==> config.mk <==
export PLATFORM = sky130hd
export DESIGN_NAME = sdram_slot_arbiter
export DESIGN_NICKNAME = d
export VERILOG_FILES = /design/src/rtl/sdram_slot_arbiter.sv
export SDC_FILE = /design/constraint.sdc
export NUM_CORES = 1
export LEC_CHECK = 0
export BUFFER_PORTS_ARGS = -buffer_cell sky130_fd_sc_hd__buf_2
export CORE_MARGIN = 2
export CORE_UTILIZATION = 35
export CTS_CLUSTER_DIAMETER = 200
export CTS_CLUSTER_SIZE = 40
export DETAILED_ROUTE_END_ITERATION = 10
export GPL_TIMING_DRIVEN = 0
export RECOVER_POWER = 100
export SETUP_SLACK_MARGIN = 0.15
export SKIP_LAST_GASP = 1
export SYNTH_ARGS = -nofsm -noshare
export SYNTH_HDL_FRONTEND = slang
export SYNTH_SLANG_ARGS = --single-unit
==> constraint.sdc <==
create_clock -name clk -period 3.54 [get_ports clk]
set_input_delay 0.177 -clock clk [delete_from_list [all_inputs] [get_ports clk]]
set_output_delay 0.177 -clock clk [all_outputs]
set_load 0.05 [all_outputs]
==> src/rtl/sdram_slot_arbiter.sv <==
// sdram_slot_arbiter
//   Shares one SDRAM port between a game loader, the CPU and the PPU using a
//   4-cycle slot scheme. A new owner is chosen on the edge that closes a
//   phase==3 cycle. That command is then held for the following four cycles.
//   Loader writes are queued in a small FIFO and always win a slot. CPU and
//   PPU requests are latched, so single-cycle pulses are never lost. A starve
//   bit makes sure the PPU is never passed over twice in a row by the CPU.
//
// Ports
//   clk, reset          : clock; asynchronous active-high reset
//   phase[1:0]          : free-running slot counter
//   downloading         : game download in progress (CPU/PPU held off)
//   ldr_wr/addr/data    : loader write strobe, address, data
//   cpu_rd/wr/addr/dout : CPU request strobes, address, write data
//   ppu_rd/addr         : PPU read strobe and address
//   mem_addr/din/we/oe_a/oe_b : registered SDRAM command
//   grant[1:0]          : slot owner (0 idle, 1 loader, 2 CPU, 3 PPU)
//   fifo_full, busy     : loader FIFO full / non-empty
//   overflow            : sticky, set when a loader write was dropped
module sdram_slot_arbiter #(
    parameter int ADDR_W     = 22,
    parameter int FIFO_DEPTH = 4
) (
    input  logic              clk,
    input  logic              reset,
    input  logic [1:0]        phase,
    input  logic              downloading,
    input  logic              ldr_wr,
    input  logic [ADDR_W-1:0] ldr_addr,
    input  logic [7:0]        ldr_data,
    input  logic              cpu_rd,
    input  logic              cpu_wr,
    input  logic [ADDR_W-1:0] cpu_addr,
    input  logic [7:0]        cpu_dout,
    input  logic              ppu_rd,
    input  logic [ADDR_W-1:0] ppu_addr,
    output logic [ADDR_W-1:0] mem_addr,
    output logic [7:0]        mem_din,
    output logic              mem_we,
    output logic              mem_oe_a,
    output logic              mem_oe_b,
    output logic [1:0]        grant,
    output logic              fifo_full,
    output logic              busy,
    output logic              overflow
);

    localparam int PTR_W = (FIFO_DEPTH > 1) ? $clog2(FIFO_DEPTH) : 1;
    localparam int CNT_W = PTR_W + 1;
    localparam int ENT_W = ADDR_W + 8;

    typedef enum logic [1:0] {
        ST_IDLE = 2'd0,
        ST_LDR  = 2'd1,
        ST_CPU  = 2'd2,
        ST_PPU  = 2'd3
    } state_t;

    state_t            state_q, state_d;
    logic [ADDR_W-1:0] mem_addr_q, mem_addr_d;
    logic [7:0]        mem_din_q, mem_din_d;
    logic              mem_we_q, mem_we_d, mem_oe_a_q, mem_oe_a_d, mem_oe_b_q, mem_oe_b_d;
    logic [PTR_W-1:0]  wr_ptr_q, wr_ptr_d, rd_ptr_q, rd_ptr_d;
    logic [CNT_W-1:0]  count_q, count_d;
    logic              overflow_q, overflow_d, starve_q, starve_d;
    logic              cpu_rd_pend_q, cpu_rd_pend_d, cpu_wr_pend_q, cpu_wr_pend_d;
    logic              ppu_pend_q, ppu_pend_d;
    logic [ADDR_W-1:0] cpu_rd_addr_q, cpu_rd_addr_d, cpu_wr_addr_q, cpu_wr_addr_d;
    logic [ADDR_W-1:0] ppu_addr_q, ppu_addr_d;
    logic [7:0]        cpu_wr_data_q, cpu_wr_data_d;

    logic [ENT_W-1:0]  fifo_mem [FIFO_DEPTH];
    logic [ENT_W-1:0]  fifo_head;
    logic              slot, fifo_nonempty, full, pop, push, drop;
    logic              take_rd, take_wr, take_ppu;
    // Registered flag OR this cycle's strobe: a request arriving in the
    // phase==3 cycle itself still competes for the slot starting next cycle.
    logic              cpu_rd_eff, cpu_wr_eff, ppu_eff;
    logic [ADDR_W-1:0] cpu_rd_addr_eff, cpu_wr_addr_eff, ppu_addr_eff;
    logic [7:0]        cpu_wr_data_eff;

    // FIFO storage is not reset; only the pointers and count are.
    for (genvar gi = 0; gi < FIFO_DEPTH; gi++) begin : g_fifo
        always_ff @(posedge clk) begin
            if (push && (wr_ptr_q == PTR_W'(gi))) begin
                fifo_mem[gi] <= {ldr_addr, ldr_data};
            end
        end
    end

    assign fifo_head       = fifo_mem[rd_ptr_q];
    assign slot            = (phase == 2'd3);
    assign fifo_nonempty   = (count_q != '0);
    assign full            = (count_q == CNT_W'(FIFO_DEPTH));
    assign pop             = slot && fifo_nonempty;
    // The pop is evaluated first, so a push into a full FIFO is accepted
    // when an entry leaves on the same edge.
    assign push            = ldr_wr && (!full || pop);
    assign drop            = ldr_wr && full && !pop;

    assign cpu_rd_eff      = cpu_rd_pend_q | cpu_rd;
    assign cpu_wr_eff      = cpu_wr_pend_q | cpu_wr;
    assign ppu_eff         = ppu_pend_q | ppu_rd;
    assign cpu_rd_addr_eff = cpu_rd ? cpu_addr : cpu_rd_addr_q;
    assign cpu_wr_addr_eff = cpu_wr ? cpu_addr : cpu_wr_addr_q;
    assign cpu_wr_data_eff = cpu_wr ? cpu_dout : cpu_wr_data_q;
    assign ppu_addr_eff    = ppu_rd ? ppu_addr : ppu_addr_q;

    always_comb begin
        state_d    = state_q;
        mem_addr_d = mem_addr_q;
        mem_din_d  = mem_din_q;
        mem_we_d   = mem_we_q;
        mem_oe_a_d = mem_oe_a_q;
        mem_oe_b_d = mem_oe_b_q;
        take_rd    = 1'b0;
        take_wr    = 1'b0;
        take_ppu   = 1'b0;
        if (slot) begin
            mem_we_d   = 1'b0;
            mem_oe_a_d = 1'b0;
            mem_oe_b_d = 1'b0;
            if (fifo_nonempty) begin
                state_d    = ST_LDR;
                mem_addr_d = fifo_head[ENT_W-1:8];
                mem_din_d  = fifo_head[7:0];
                mem_we_d   = 1'b1;
            end else if (downloading) begin
                state_d = ST_IDLE;
            end else if (starve_q && ppu_eff) begin
                state_d    = ST_PPU;
                mem_addr_d = ppu_addr_eff;
                mem_oe_b_d = 1'b1;
                take_ppu   = 1'b1;
            end else if (cpu_wr_eff) begin
                state_d    = ST_CPU;
                mem_addr_d = cpu_wr_addr_eff;
                mem_din_d  = cpu_wr_data_eff;
                mem_we_d   = 1'b1;
                take_wr    = 1'b1;
            end else if (cpu_rd_eff) begin
                state_d    = ST_CPU;
                mem_addr_d = cpu_rd_addr_eff;
                mem_oe_a_d = 1'b1;
                take_rd    = 1'b1;
            end else if (ppu_eff) begin
                state_d    = ST_PPU;
                mem_addr_d = ppu_addr_eff;
                mem_oe_b_d = 1'b1;
                take_ppu   = 1'b1;
            end else begin
                state_d = ST_IDLE;
            end
        end
    end

    always_comb begin
        wr_ptr_d      = wr_ptr_q + PTR_W'(push);
        rd_ptr_d      = rd_ptr_q + PTR_W'(pop);
        count_d       = count_q + CNT_W'(push) - CNT_W'(pop);
        overflow_d    = overflow_q | drop;
        cpu_rd_pend_d = take_rd ? 1'b0 : cpu_rd_eff;
        cpu_wr_pend_d = take_wr ? 1'b0 : cpu_wr_eff;
        ppu_pend_d    = take_ppu ? 1'b0 : ppu_eff;
        cpu_rd_addr_d = cpu_rd_addr_eff;
        cpu_wr_addr_d = cpu_wr_addr_eff;
        cpu_wr_data_d = cpu_wr_data_eff;
        ppu_addr_d    = ppu_addr_eff;
        starve_d      = starve_q;
        if (take_ppu) begin
            starve_d = 1'b0;
        end else if ((take_rd || take_wr) && ppu_eff) begin
            starve_d = 1'b1;
        end
    end

    always_ff @(posedge clk or posedge reset) begin
        if (reset) begin
            state_q       <= ST_IDLE;
            mem_addr_q    <= '0;
            mem_din_q     <= '0;
            mem_we_q      <= 1'b0;
            mem_oe_a_q    <= 1'b0;
            mem_oe_b_q    <= 1'b0;
            wr_ptr_q      <= '0;
            rd_ptr_q      <= '0;
            count_q       <= '0;
            overflow_q    <= 1'b0;
            starve_q      <= 1'b0;
            cpu_rd_pend_q <= 1'b0;
            cpu_wr_pend_q <= 1'b0;
            ppu_pend_q    <= 1'b0;
            cpu_rd_addr_q <= '0;
            cpu_wr_addr_q <= '0;
            cpu_wr_data_q <= '0;
            ppu_addr_q    <= '0;
        end else begin
            state_q       <= state_d;
            mem_addr_q    <= mem_addr_d;
            mem_din_q     <= mem_din_d;
            mem_we_q      <= mem_we_d;
            mem_oe_a_q    <= mem_oe_a_d;
            mem_oe_b_q    <= mem_oe_b_d;
            wr_ptr_q      <= wr_ptr_d;
            rd_ptr_q      <= rd_ptr_d;
            count_q       <= count_d;
            overflow_q    <= overflow_d;
            starve_q      <= starve_d;
            cpu_rd_pend_q <= cpu_rd_pend_d;
            cpu_wr_pend_q <= cpu_wr_pend_d;
            ppu_pend_q    <= ppu_pend_d;
            cpu_rd_addr_q <= cpu_rd_addr_d;
            cpu_wr_addr_q <= cpu_wr_addr_d;
            cpu_wr_data_q <= cpu_wr_data_d;
            ppu_addr_q    <= ppu_addr_d;
        end
    end

    assign mem_addr  = mem_addr_q;
    assign mem_din   = mem_din_q;
    assign mem_we    = mem_we_q;
    assign mem_oe_a  = mem_oe_a_q;
    assign mem_oe_b  = mem_oe_b_q;
    assign grant     = state_q;
    assign fifo_full = full;
    assign busy      = fifo_nonempty;
    assign overflow  = overflow_q;

endmodule

==> results of run 1 <==
## layout by cell type (no fill, tap or decap), types with 2 or more instances in the layout
master	instances
o22ai_1	22
mux2_2	74
a21o_1	2
xnor2_1	2
nor3_1	3
o21a_1	2
xor2_1	2
buf_8	2
buf_12	3
a221oi_1	22
mux2_1	8
o21ai_0	22
clkbuf_1	102
o31ai_1	2
o211ai_1	22
o31a_1	21
a2bb2oi_1	21
edfxtp_1	120
mux4_2	30
a21oi_1	5
buf_1	2
nand3_1	2
buf_2	69
nor2_1	7
inv_1	7
nand2_1	36
clkbuf_16	11
dlygate4sd3_1	85
ha_1	3
dfrtp_1	121
## worst max path at each step
stage                     depth (start not counted)  slack [ns]            startpoint                   endpoint
final                                            10        0.66  count_q[1]$_DFF_PP0_       count_q[2]$_DFF_PP0_
after global routing                              7        0.43  count_q[1]$_DFF_PP0_   fifo_mem[1][6]$_DFFE_PP_
after CTS                                        10        0.85  count_q[1]$_DFF_PP0_       count_q[2]$_DFF_PP0_
after detailed placement                         10        0.88  count_q[1]$_DFF_PP0_       count_q[2]$_DFF_PP0_
after global placement                            8       -0.31              phase[0]  fifo_mem[1][26]$_DFFE_PP_
after floorplan                                   9        0.52  count_q[1]$_DFF_PP0_       count_q[1]$_DFF_PP0_
## per-stage QoR
step                      setup slack, ns  area, um^2
after floorplan                    0.5241        9937
after global placement            -0.3060       11040
after detailed placement           0.8757       11230
after CTS                          0.8473       12390
after global routing               0.4341       12230
final                              0.6616       12230
## power by group
part	leakage (nW)	internal, W	total, W	switching [W]
registers	2.49	0.00357	0.00385	0.000284
logic	1.82	0.00104	0.00289	0.00185
clock network	0.151	0.000592	0.00144	0.000853
## registers in the layout (all words and copies together) (netlist names), 2 cells and up
signal         flops
count_q            3
cpu_rd_addr_q     22
rd_ptr_q           2
mem_din            8
wr_ptr_q           2
grant              2
cpu_wr_data_q      8
ppu_addr_q        22
cpu_wr_addr_q     22
mem_addr          22
fifo_mem         120
## metal layers
layer	share of wire	wire, um	vias to the layer above	track usage
li1	-	-	2886	-
met1	0.46	10750	3115	0.2197
met2	0.48	11290	162	0.2769
met3	0.048	1133	23	0.02586
met4	0.018	430	0	0.03069
met5	0	0	-	0
## area by class of cell
class | instances | area, um^2 | share of cell area
well taps | 378 | 473.0 | 0.03868
inverters | 8 | 31.28 | 0.002558
repair buffers | 219 | 1521 | 0.1244
plain buffers | 43 | 176.4 | 0.01443
clock buffers | 14 | 286.5 | 0.02343
diodes | 1 | 2.502 | 0.0002047
clock inverters | 1 | 30.03 | 0.002456
multi-input cells | 326 | 3074 | 0.2514
flip-flops and latches | 241 | 6631 | 0.5424
## tightest hold or removal path, delay by kind of cell
family	cells	cell delay, ns
buf+inv	1	0.13
compound gates	2	0.18
## cells in the mapped netlist (2+ instances only)
master | n | area share
dfrtp_1 | 121 | 0.31
ha_1 | 3 | 0.0038
xnor2_1 | 2 | 0.0018
buf_2 | 22 | 0.011
o21a_1 | 2 | 0.0015
a221oi_1 | 22 | 0.019
nor3b_1 | 2 | 0.0015
a21o_1 | 2 | 0.0015
o31a_1 | 21 | 0.019
mux2_2 | 82 | 0.093
a21oi_1 | 5 | 0.0025
clkbuf_1 | 19 | 0.0072
edfxtp_1 | 120 | 0.36
nor3_1 | 3 | 0.0015
a2bb2oi_1 | 21 | 0.019
o21ai_0 | 22 | 0.011
xor2_1 | 2 | 0.0018
o22ai_1 | 22 | 0.014
o211ai_1 | 22 | 0.017
mux4_2 | 30 | 0.068
nand2_1 | 36 | 0.014
inv_1 | 7 | 0.0026
o31ai_1 | 2 | 0.0015
buf_1 | 2 | 0.00076
nor2_1 | 7 | 0.0026
nand3_1 | 2 | 0.0010
## cells by family (layout without fill, tap and decap cells)
group                      count (synthesis)  count (layout)  share of synthesized area
AOI/OAI and AO/OA                        148             148                     0.1112
xor gates and xnor gates                   4               4                   0.003531
adders and majority gates                  4               4                   0.005801
buffers and inverters                     51             285                    0.02207
DFF                                      241             241                     0.6683
muxes                                    112             112                     0.1611
other                                      0               1                          0
and+or+nand+nor                           58              58                    0.02799
## timing repair
item,4_1_cts,5_1_grt
hold buffers,85,0
hold endpoints to repair,218,0
gates resized for setup,0,0
==> reports/results.ini, run 1 <==
[power_and_ir_drop]
p_total_w = 0.008188
p_leak_nw = 4.462
ir_worst_vdd_mv = 0.5169
p_per_area_mw_per_mm2 = 669.7

[drt]
vias = 6186
wl_um = 23600
drcViolationCount = 0
ant_nets = 0
drt_first_pass_iters = 4
drt_iter0_drc = 399
wl_per_cell_um = 19.17
via_per_inst = 5.025

[final_layout]
drive_gt1_frac = 0.2312
syn_to_final_growth_pct = 23.21
final_util = 0.4389
stdcell_count = 1231
fillers = 2574
fin_nets = 944

[die]
rows = 61
core_mm2 = 0.02786
ios = 129
initial_core_util = 0.3562
dieArea_mm2 = 0.02971
die_h_um = 172.4
die_w_um = 172.4

[clocking]
clkTransAtPathRegs_ns = 0.13
cts_sinks = 241
cts_inserted_buffers = 10
htree_levels = 1
cts_tree = yes
clkLatencyLatePin_ns = 0.49
post-cts-setup-buffers = 0
cts_buffer_depth = 3
cts_root_buf = clkbuf_16

[logic_synthesis]
ys_types = 43
async_reset_ff_frac = 0.5021
synth_area_per_cell_um2 = 16.06
syn_nets = 713
ys_warn_count = 0
synth_edf_count = 120
synth_cells = 618
syn_area_mm2 = 0.009923
seq_area_frac_synth = 0.6683
synth_ff_type = dfrtp_1
synth-seq-cells = 241

[placed_design]
gp_congestion = 0.7541
place_inst = 1130
hpwl_um = 16830
portBuffers = 126

[timing]
grt_setup_unrepaired = no
final.setup_skew_ns = 0.06295
fin_crit_ns = 2.878
clock.fmax_mhz = 347.4
finalSetupTns_ns = 0
fin_crit_sh = 0.8131
setup_violations = 0
slew_violations = 31
relSlewSlack = -0.07501
tightest_slew_ns = 1.613
hold_slack_ns = 0.03203
finalHoldViolations = 0

[setup_path]
rr_startpoint = count_q[1]$_DFF_PP0_
cp_top_family = simple AND/OR/NAND/NOR gates
required_ns = 3.93
critPathBufInv = 3
critPathMaxStageDelay_ns = 0.49
path_max_fanout = 10
cp.arrival_ns = 3.27
cp-end-kind = register
r2r_end = count_q[2]$_DFF_PP0_
crit_slowest_cell = dfrtp_1
cp_cell_sequence = nor3_4 -> inv_1 -> nand3_1 -> clkbuf_1 -> a21o_1 -> ha_1 -> inv_1 -> fa_1 -> xnor2_1 -> xnor2_1
r2r_cells = 10
cp-start-kind = register
crit_type = register to register
r2r_setup_slack_ns = 0.66

[run]
drv_cap = 1

[min_path]
hp-class = input pin to register
hold_start = phase[1]
hold_depth = 3
hold_end = grant[0]$_DFFE_PP0N_

[global_route]
grt_pass1_wl_um = 36980
grt_usage = 0.1618
grt_pass1_vias = 6585
gr-total-overflow = 0
grt_max_degree = 42
antenna_found_initial = 1

[status]
status = complete, but fails checks
violations = max-capacitance violations, max-slew violations

Power figures use the tool's default switching activity.
==> inputs of run 2 (changes only) <==
ABC_AREA = 1   (was default)
clock period = 2.4 ns   (was 3.54 ns; I/O delays follow)
==> run 2 against run 1 <==
Effect of this change: the run now ends clean; count of clock-buffer cells in the layout unchanged; worst setup slack got worse by 0.44 ns; total power grew 57%; register-to-register slack worse by 0.44 ns; core utilization hardly changed; first-iteration DRC count grew 26%; critical path depth down 1; worst hold slack got worse by 0.012 ns; combinational power grew 76%; maximum frequency rose by 32%; global-route usage rose by 0.76 points; synthesized area rose by 4.9%; critical path type unchanged.
==> reports/results.ini, run 2 <==
[drt]
wl_um = 26750  ; +13%
wl_per_cell_um = 15.03  ; -22%
ant_nets = 0  ; unchanged
vias = 8017  ; +30%
drt_first_pass_iters = 5  ; +1
drt_iter0_drc = 501  ; +26%
via_per_inst = 4.504  ; -10%
drcViolationCount = 0  ; unchanged

[logic_synthesis]
synth_ff_type = dfrtp_1
async_reset_ff_frac = 0.5021  ; unchanged
syn_nets = 1235  ; +73%
ys_warn_count = 0  ; unchanged
synth_edf_count = 120  ; unchanged
ys_types = 25  ; -42%
seq_area_frac_synth = 0.6368  ; -0.03147
syn_area_mm2 = 0.01041  ; +4.9%
yosysTopAreaCell = edfxtp_1
synth_area_per_cell_um2 = 9.135  ; -43%
yosysTopAreaCellShare = 0.3460  ; -0.01710
synth_common_cells = 559 x nand2_1, 121 x dfrtp_1, 120 x edfxtp_1
synth-seq-cells = 241  ; unchanged
synth_cells = 1140  ; +84%
synth.area.top_cells = edfxtp_1 35%, dfrtp_1 29%, nand2_1 20%
yosysMostFrequentCell = nand2_1

[placed_design]
placed_area_mm2 = 0.01183  ; +5.3%
gp_congestion = 0.7928  ; +5.1%
portBuffers = 128  ; +1.6%
pre_cts_ws_ns = 0.1127  ; -0.7630 ns
hpwl_um = 19720  ; +17%

[die]
die_h_um = 176.5  ; +2.4%
core_mm2 = 0.02948  ; +5.8%
dieArea_mm2 = 0.03115  ; +4.8%
rows = 63  ; +3.3%
initial_core_util = 0.3532  ; -0.002971
ios = 129  ; unchanged
die_w_um = 176.5  ; +2.4%

[global_route]
grt_max_degree = 42  ; unchanged
grt_pass1_wl_um = 40970  ; +11%
gr-total-overflow = 0  ; unchanged
grt_pass1_vias = 7566  ; +15%
grt_usage = 0.1693  ; +0.007585
antenna_found_initial = 1  ; unchanged

[final_layout]
fin_nets = 1480  ; +57%
final_common_cell = nand2_1
mostFrequentLayoutCells = 561 x nand2_1, 121 x dfrtp_1, 120 x edfxtp_1, 116 x nand3_1, 91 x dlygate4sd3_1
finalInstanceArea_mm2 = 0.01294  ; +5.9%
regMostFlops = fifo_mem
syn_to_final_growth_pct = 24.31
regArea_mm2 = 0.006631  ; unchanged
largest_reg_flops = 120  ; unchanged
drive_gt1_frac = 0.1044  ; -0.1268
fillers = 2914  ; +13%
multi_input_area_mm2 = 0.003443  ; +12%

[run]
drv_cap = 0  ; -1

[timing]
timing.final.ws_setup_ns = 0.2241  ; -0.4375 ns
finalHoldViolations = 0  ; unchanged
clock.fmax_mhz = 459.6  ; +32%
grt_setup_unrepaired = no
relSlewSlack = 0.3492  ; +0.4242
fin_crit_ns = 2.176  ; -0.7025 ns
setup_violations = 0  ; unchanged
fin_crit_sh = 0.9066  ; +0.09352
final.setup_skew_ns = 0.06927  ; +0.006324 ns
slew_violations = 0  ; -100%
tightest_slew_ns = 0.9763  ; -0.6362 ns

[status]
status = finished clean

[setup_path]
crit_type = register to register
required_ns = 2.61  ; -1.32 ns
path_max_fanout = 10  ; unchanged
cp.arrival_ns = 2.39  ; -0.88 ns
cp-end-kind = register
cp-start-kind = register

[clocking]
cts_inserted_buffers = 10  ; unchanged
cts_sinks = 241  ; unchanged
cts_buffer_depth = 3  ; unchanged
htree_levels = 1  ; unchanged
cts_root_buf = clkbuf_16
clkLatencyLatePin_ns = 0.50  ; about the same
clkTransAtPathRegs_ns = 0.15  ; +0.02 ns
cts_tree = yes

[power_and_ir_drop]
p_leak_nw = 5.874  ; +32%
p_per_area_mw_per_mm2 = 991.6  ; +48%
ir_worst_vdd_mv = 0.4698  ; -9.1%

[min_path]
hp-class = input pin to register

-- run 2: cell count changes in the layout (fill, tap and decap cells not counted), moves of 21 or more --
cell       delta
nand2_1     +525
mux2_2       -74
nand3_1     +114
o211ai_1     -22
a221oi_1     -22
buf_2        +21
a21oi_1      +41
nor2_1       +67
a2bb2oi_1    -21
o31a_1       -21
mux4_2       -30
o22ai_1      -22
-- run 2: cells by family (layout without fill, tap and decap cells) --
kind of cell,after synthesis,count (layout),synth area share
AOI/OAI and AO/OA,49,49,0.02391
xor gates and xnor gates,3,3,0.002524
adders and majority gates,4,4,0.005527
buffers and inverters,77,326,0.03568
DFF,241,241,0.6368
other,0,1,0
and+or+nand+nor,766,766,0.2956
-- run 2: per-layer routing --
metal  up-vias  global-route usage  part of all wire
li1       4163                   -                 -
met1      3690              0.2206              0.45
met2       135              0.2983              0.50
met3        29             0.01895             0.035
met4         0             0.04752             0.020
met5         -                   0                 0
-- run 2: where the power goes --
part	leakage (nW)	internal (W)	switching (W)	total [W]
logic	3.19	0.00144	0.00365	0.00509
clock network	0.152	0.000875	0.00126	0.00214
registers	2.53	0.00522	0.000383	0.00561
total	5.87	0.00754	0.00530	0.0128
-- run 2: final cells by class --
cell class | count | share of cell area
Tap cell | 390 | 0.03770
Inverter | 22 | 0.006669
Buffer | 55 | 0.02155
Antenna cell | 1 | 0.0001933
Timing Repair Buffer | 233 | 0.1309
Clock buffer | 14 | 0.02213
Clock inverter | 2 | 0.002610
Sequential cell | 241 | 0.5123
Multi-Input combinational cell | 822 | 0.2660
-- run 2: timing repair --
| item | CTS | global route |
|---|---|---|
| endpoints found under the setup margin | 1 | 1 |
| resized for setup | 1 | 1 |
| hold endpoints to repair | 247 | 0 |
| hold buffers | 91 | 0 |
| gates cloned | 0 | 0 |
| pin swaps | 0 | 1 |
| buffers inserted | 0 | 3 |
-- run 2: path summary, 6_finish.rpt --
| path | startpoint | to | slack (ns) | cells past startpoint |
|---|---|---|---|---|
| worst max-delay path | count_q[2]$_DFF_PP0_ | fifo_mem[1][10]$_DFFE_PP_ | 0.22 | 9 |
| worst min-delay path | ppu_rd | ppu_addr_q[12]$_DFF_PP0_ | 0.02 | 4 |
| worst max register to register | count_q[2]$_DFF_PP0_ | fifo_mem[1][10]$_DFFE_PP_ | 0.22 | 9 |
| worst min register to register | cpu_rd_addr_q[16]$_DFF_PP0_ | cpu_rd_addr_q[16]$_DFF_PP0_ | 0.49 | 2 |
| max in group asynchronous | reset | cpu_wr_addr_q[19]$_DFF_PP0_ | 0.66 | 5 |
| min in group asynchronous | reset | cpu_wr_data_q[1]$_DFF_PP0_ | 0.26 | 3 |
-- run 2: through the flow --
stage            util  power (W)  cells  hold WS (ns)  TNS [ns]
2_1_floorplan       -   0.009063   1140        0.2189    -7.958
3_3_place_gp   0.3925    0.01051   1658        0.3345   -123.92
3_5_place_dp   0.4012    0.01079   1669        0.1441         0
4_1_cts        0.4430    0.01303   1776       0.02080         0
5_1_grt        0.4391    0.01361   1780       0.04777         0
6_report       0.4391    0.01284   1780       0.01965         0
-- run 2: worst max-delay path, stage by stage, from the launching register on --
cell and delay (ns):
dfrtp_1 0.38, inv_1 0.08, or2_2 0.15, nor2_4 0.05, nand2_1 0.07, nand2_1 0.12
clkbuf_1 0.20, clkbuf_1 0.15, nor3_4 0.46, buf_8 0.23
==> inputs of run 3 (changes only) <==
CTS_BUF_LIST = sky130_fd_sc_hd__clkbuf_4 sky130_fd_sc_hd__clkbuf_8   (was default)
==> run 3 against run 2 <==
Effect of this change: wire length is 1.2% higher; first-iteration DRC count up 3.0%; non-clock buffer count rose by 13; sequential power hardly changed; critical path depth down 1; critical endpoint is now fifo_mem[2][12]$_DFFE_PP_; final area is essentially flat; via count grew 1.4%; worst setup slack worse by 0.011 ns; largest cell class unchanged.
==> reports/results.ini, run 3 (synthesis results as in run 2) <==
[global_route]
grt_max_degree = 42  ; unchanged
grt_pass1_wl_um = 41600  ; +1.5%
grt_pass1_vias = 7743  ; +2.3%
antenna_found_initial = 1  ; unchanged
gr-total-overflow = 0  ; unchanged
grt_usage = 0.1715  ; +0.002192

[final_layout]
stdcell_count = 1793  ; +0.73%
mostFrequentLayoutCells = 560 x nand2_1, 121 x dfrtp_1, 120 x edfxtp_1, 116 x nand3_1, 106 x dlygate4sd3_1
syn_to_final_growth_pct = 24.28  ; about the same
final_common_cell = nand2_1
drive_gt1_frac = 0.09914  ; -0.005248
regMostFlops = fifo_mem
largest_reg_flops = 120  ; unchanged
fin_nets = 1493  ; +0.88%

[timing]
grt_setup_unrepaired = yes
fin_crit_ns = 2.187  ; +0.01132 ns
final.setup_skew_ns = 0.1097  ; +0.04042 ns
finalSetupTns_ns = 0  ; unchanged
clock.fmax_mhz = 457.2  ; -0.52%
slew_violations = 0  ; unchanged
timing.final.ws_setup_ns = 0.2128  ; -0.01132 ns
tightest_slew_ns = 0.9814  ; +0.005167 ns
relSlewSlack = 0.3457  ; -0.003444
hold_slack_ns = 0.01568  ; -0.003963 ns
fin_crit_sh = 0.9113  ; +0.004715
setup_violations = 0  ; unchanged
finalHoldViolations = 0  ; unchanged

[setup_path]
required_ns = 2.65  ; +0.04 ns
cp-end-kind = register
rr_startpoint = count_q[2]$_DFF_PP0_
cp.arrival_ns = 2.44  ; +0.05 ns
path_max_fanout = 13  ; +3
critPathLaunch = count_q[2]$_DFF_PP0_
cp-start-kind = register
crit_type = register to register

[drt]
drcViolationCount = 0  ; unchanged
vias = 8129  ; +1.4%
drt_iter0_drc = 516  ; +3.0%
ant_nets = 0  ; unchanged
wl_um = 27070  ; +1.2%
drt_first_pass_iters = 5  ; unchanged
via_per_inst = 4.534  ; +0.66%
wl_per_cell_um = 15.10  ; +0.46%

[clocking]
clkLatencyLatePin_ns = 0.57  ; +0.07 ns
cts_buffer_depth = 3  ; unchanged
htree_levels = 1  ; unchanged
cts_sinks = 241  ; unchanged
cts_inserted_buffers = 10  ; unchanged
cts_root_buf = clkbuf_8
clkTransAtPathRegs_ns = 0.24  ; +0.09 ns
cts_tree = yes

[power_and_ir_drop]
pwr-share-clk = 0.138  ; -0.028
p_per_area_mw_per_mm2 = 957.3  ; -3.5%
p_switching_w = 0.005232  ; -1.3%
p_sw_frac = 0.4222  ; +0.009458
p_total_w = 0.01239  ; -3.5%
p_leak_nw = 5.833  ; -0.70%
p_int_w = 0.007158  ; -5.0%
ir_worst_vdd_mv = 0.4198  ; -11%
sequentialPowerShare = 0.452  ; +0.015
combPwrFrac = 0.410  ; +0.013

[die]
ios = 129  ; unchanged
core_mm2 = 0.02948  ; unchanged
die_w_um = 176.5  ; unchanged
die_h_um = 176.5  ; unchanged
dieArea_mm2 = 0.03115  ; unchanged
initial_core_util = 0.3532  ; unchanged
rows = 63  ; unchanged

[status]
status = finished clean

[placed_design]
place_inst = 1669  ; unchanged
pre_cts_ws_ns = 0.1127  ; unchanged
hpwl_um = 19720  ; unchanged
gp_congestion = 0.7928  ; unchanged
portBuffers = 128  ; unchanged

[min_path]
hp-class = input pin to register
hold_start = cpu_wr

[run]
drv_cap = 0  ; unchanged

run 3: changes by cell type in the layout (fill, tap and decap cells not counted), moves of 6 or more:
cell           delta
dlygate4sd3_1    +15
clkbuf_8         +11
clkbuf_16        -11
buf_2            -12
clkbuf_1          +6
run 3: layer usage:
| metal | global-route usage | up-vias | wire length [um] |
|---|---|---|---|
| met5 | 0 | - | 0 |
| met3 | 0.01960 | 26 | 1025 |
| met4 | 0.04373 | 0 | 489 |
| met1 | 0.2230 | 3759 | 12040 |
| li1 | - | 4183 | - |
| met2 | 0.3045 | 161 | 13520 |
run 3: through the flow:
stage                 util  area (um^2)
global route        0.4390        12940
global placement    0.3925        11570
detailed placement  0.4012        11830
CTS                 0.4443        13100
floorplan                -        10440
finish              0.4390        12940
run 3: repair_timing:
| item | 4_1_cts | 5_1_grt |
|---|---|---|
| setup buffers | 0 | 1 |
| gates resized for setup | 1 | 3 |
| hold buffers | 106 | 0 |
| endpoints found under the hold margin | 258 | 0 |
| setup endpoints to repair | 1 | 2 |
run 3: path summary, 6_finish.rpt:
path                            depth (start not counted)  slack (ns)                           to
worst min register to register                          2        0.50   cpu_rd_addr_q[0]$_DFF_PP0_
worst min-delay path                                    4        0.02  cpu_wr_addr_q[13]$_DFF_PP0_
worst max-delay path                                    8        0.21    fifo_mem[2][12]$_DFFE_PP_
min in group asynchronous                               3        0.17           overflow$_DFF_PP0_
worst max register to register                          8        0.21    fifo_mem[2][12]$_DFFE_PP_
max in group asynchronous                               5        0.74   cpu_wr_addr_q[7]$_DFF_PP0_
run 3: power by group through the flow:
stage | combinational, W | clock, W | sequential (W)
detailed placement | 0.00509 | 0 | 0.00570
finish | 0.00508 | 0.00171 | 0.00560
global placement | 0.00481 | 0 | 0.00570
CTS | 0.00525 | 0.00176 | 0.00561
global route | 0.00561 | 0.00189 | 0.00567
floorplan | 0.00255 | 0 | 0.00652
run 3: cell type report:
type | count | area (um^2)
sequential | 241 | 6631
multi-input combinational | 822 | 3432
inverter | 22 | 86.33
buffer | 55 | 280.3
clock inverter | 2 | 33.78
clock buffer | 14 | 173.9
antenna | 1 | 2.502
timing repair buffer | 246 | 1814
fill | 2919 | 16540
tap | 390 | 488.0
run 3: critical path: stages (launching register included):
cell	delay (ns)
dfrtp_1	0.42
inv_2	0.06
or2_2	0.14
nor2_4	0.05
nand2_1	0.10
nand2_4	0.09
nor3_4	0.50
buf_16	0.22
clkbuf_2	0.29
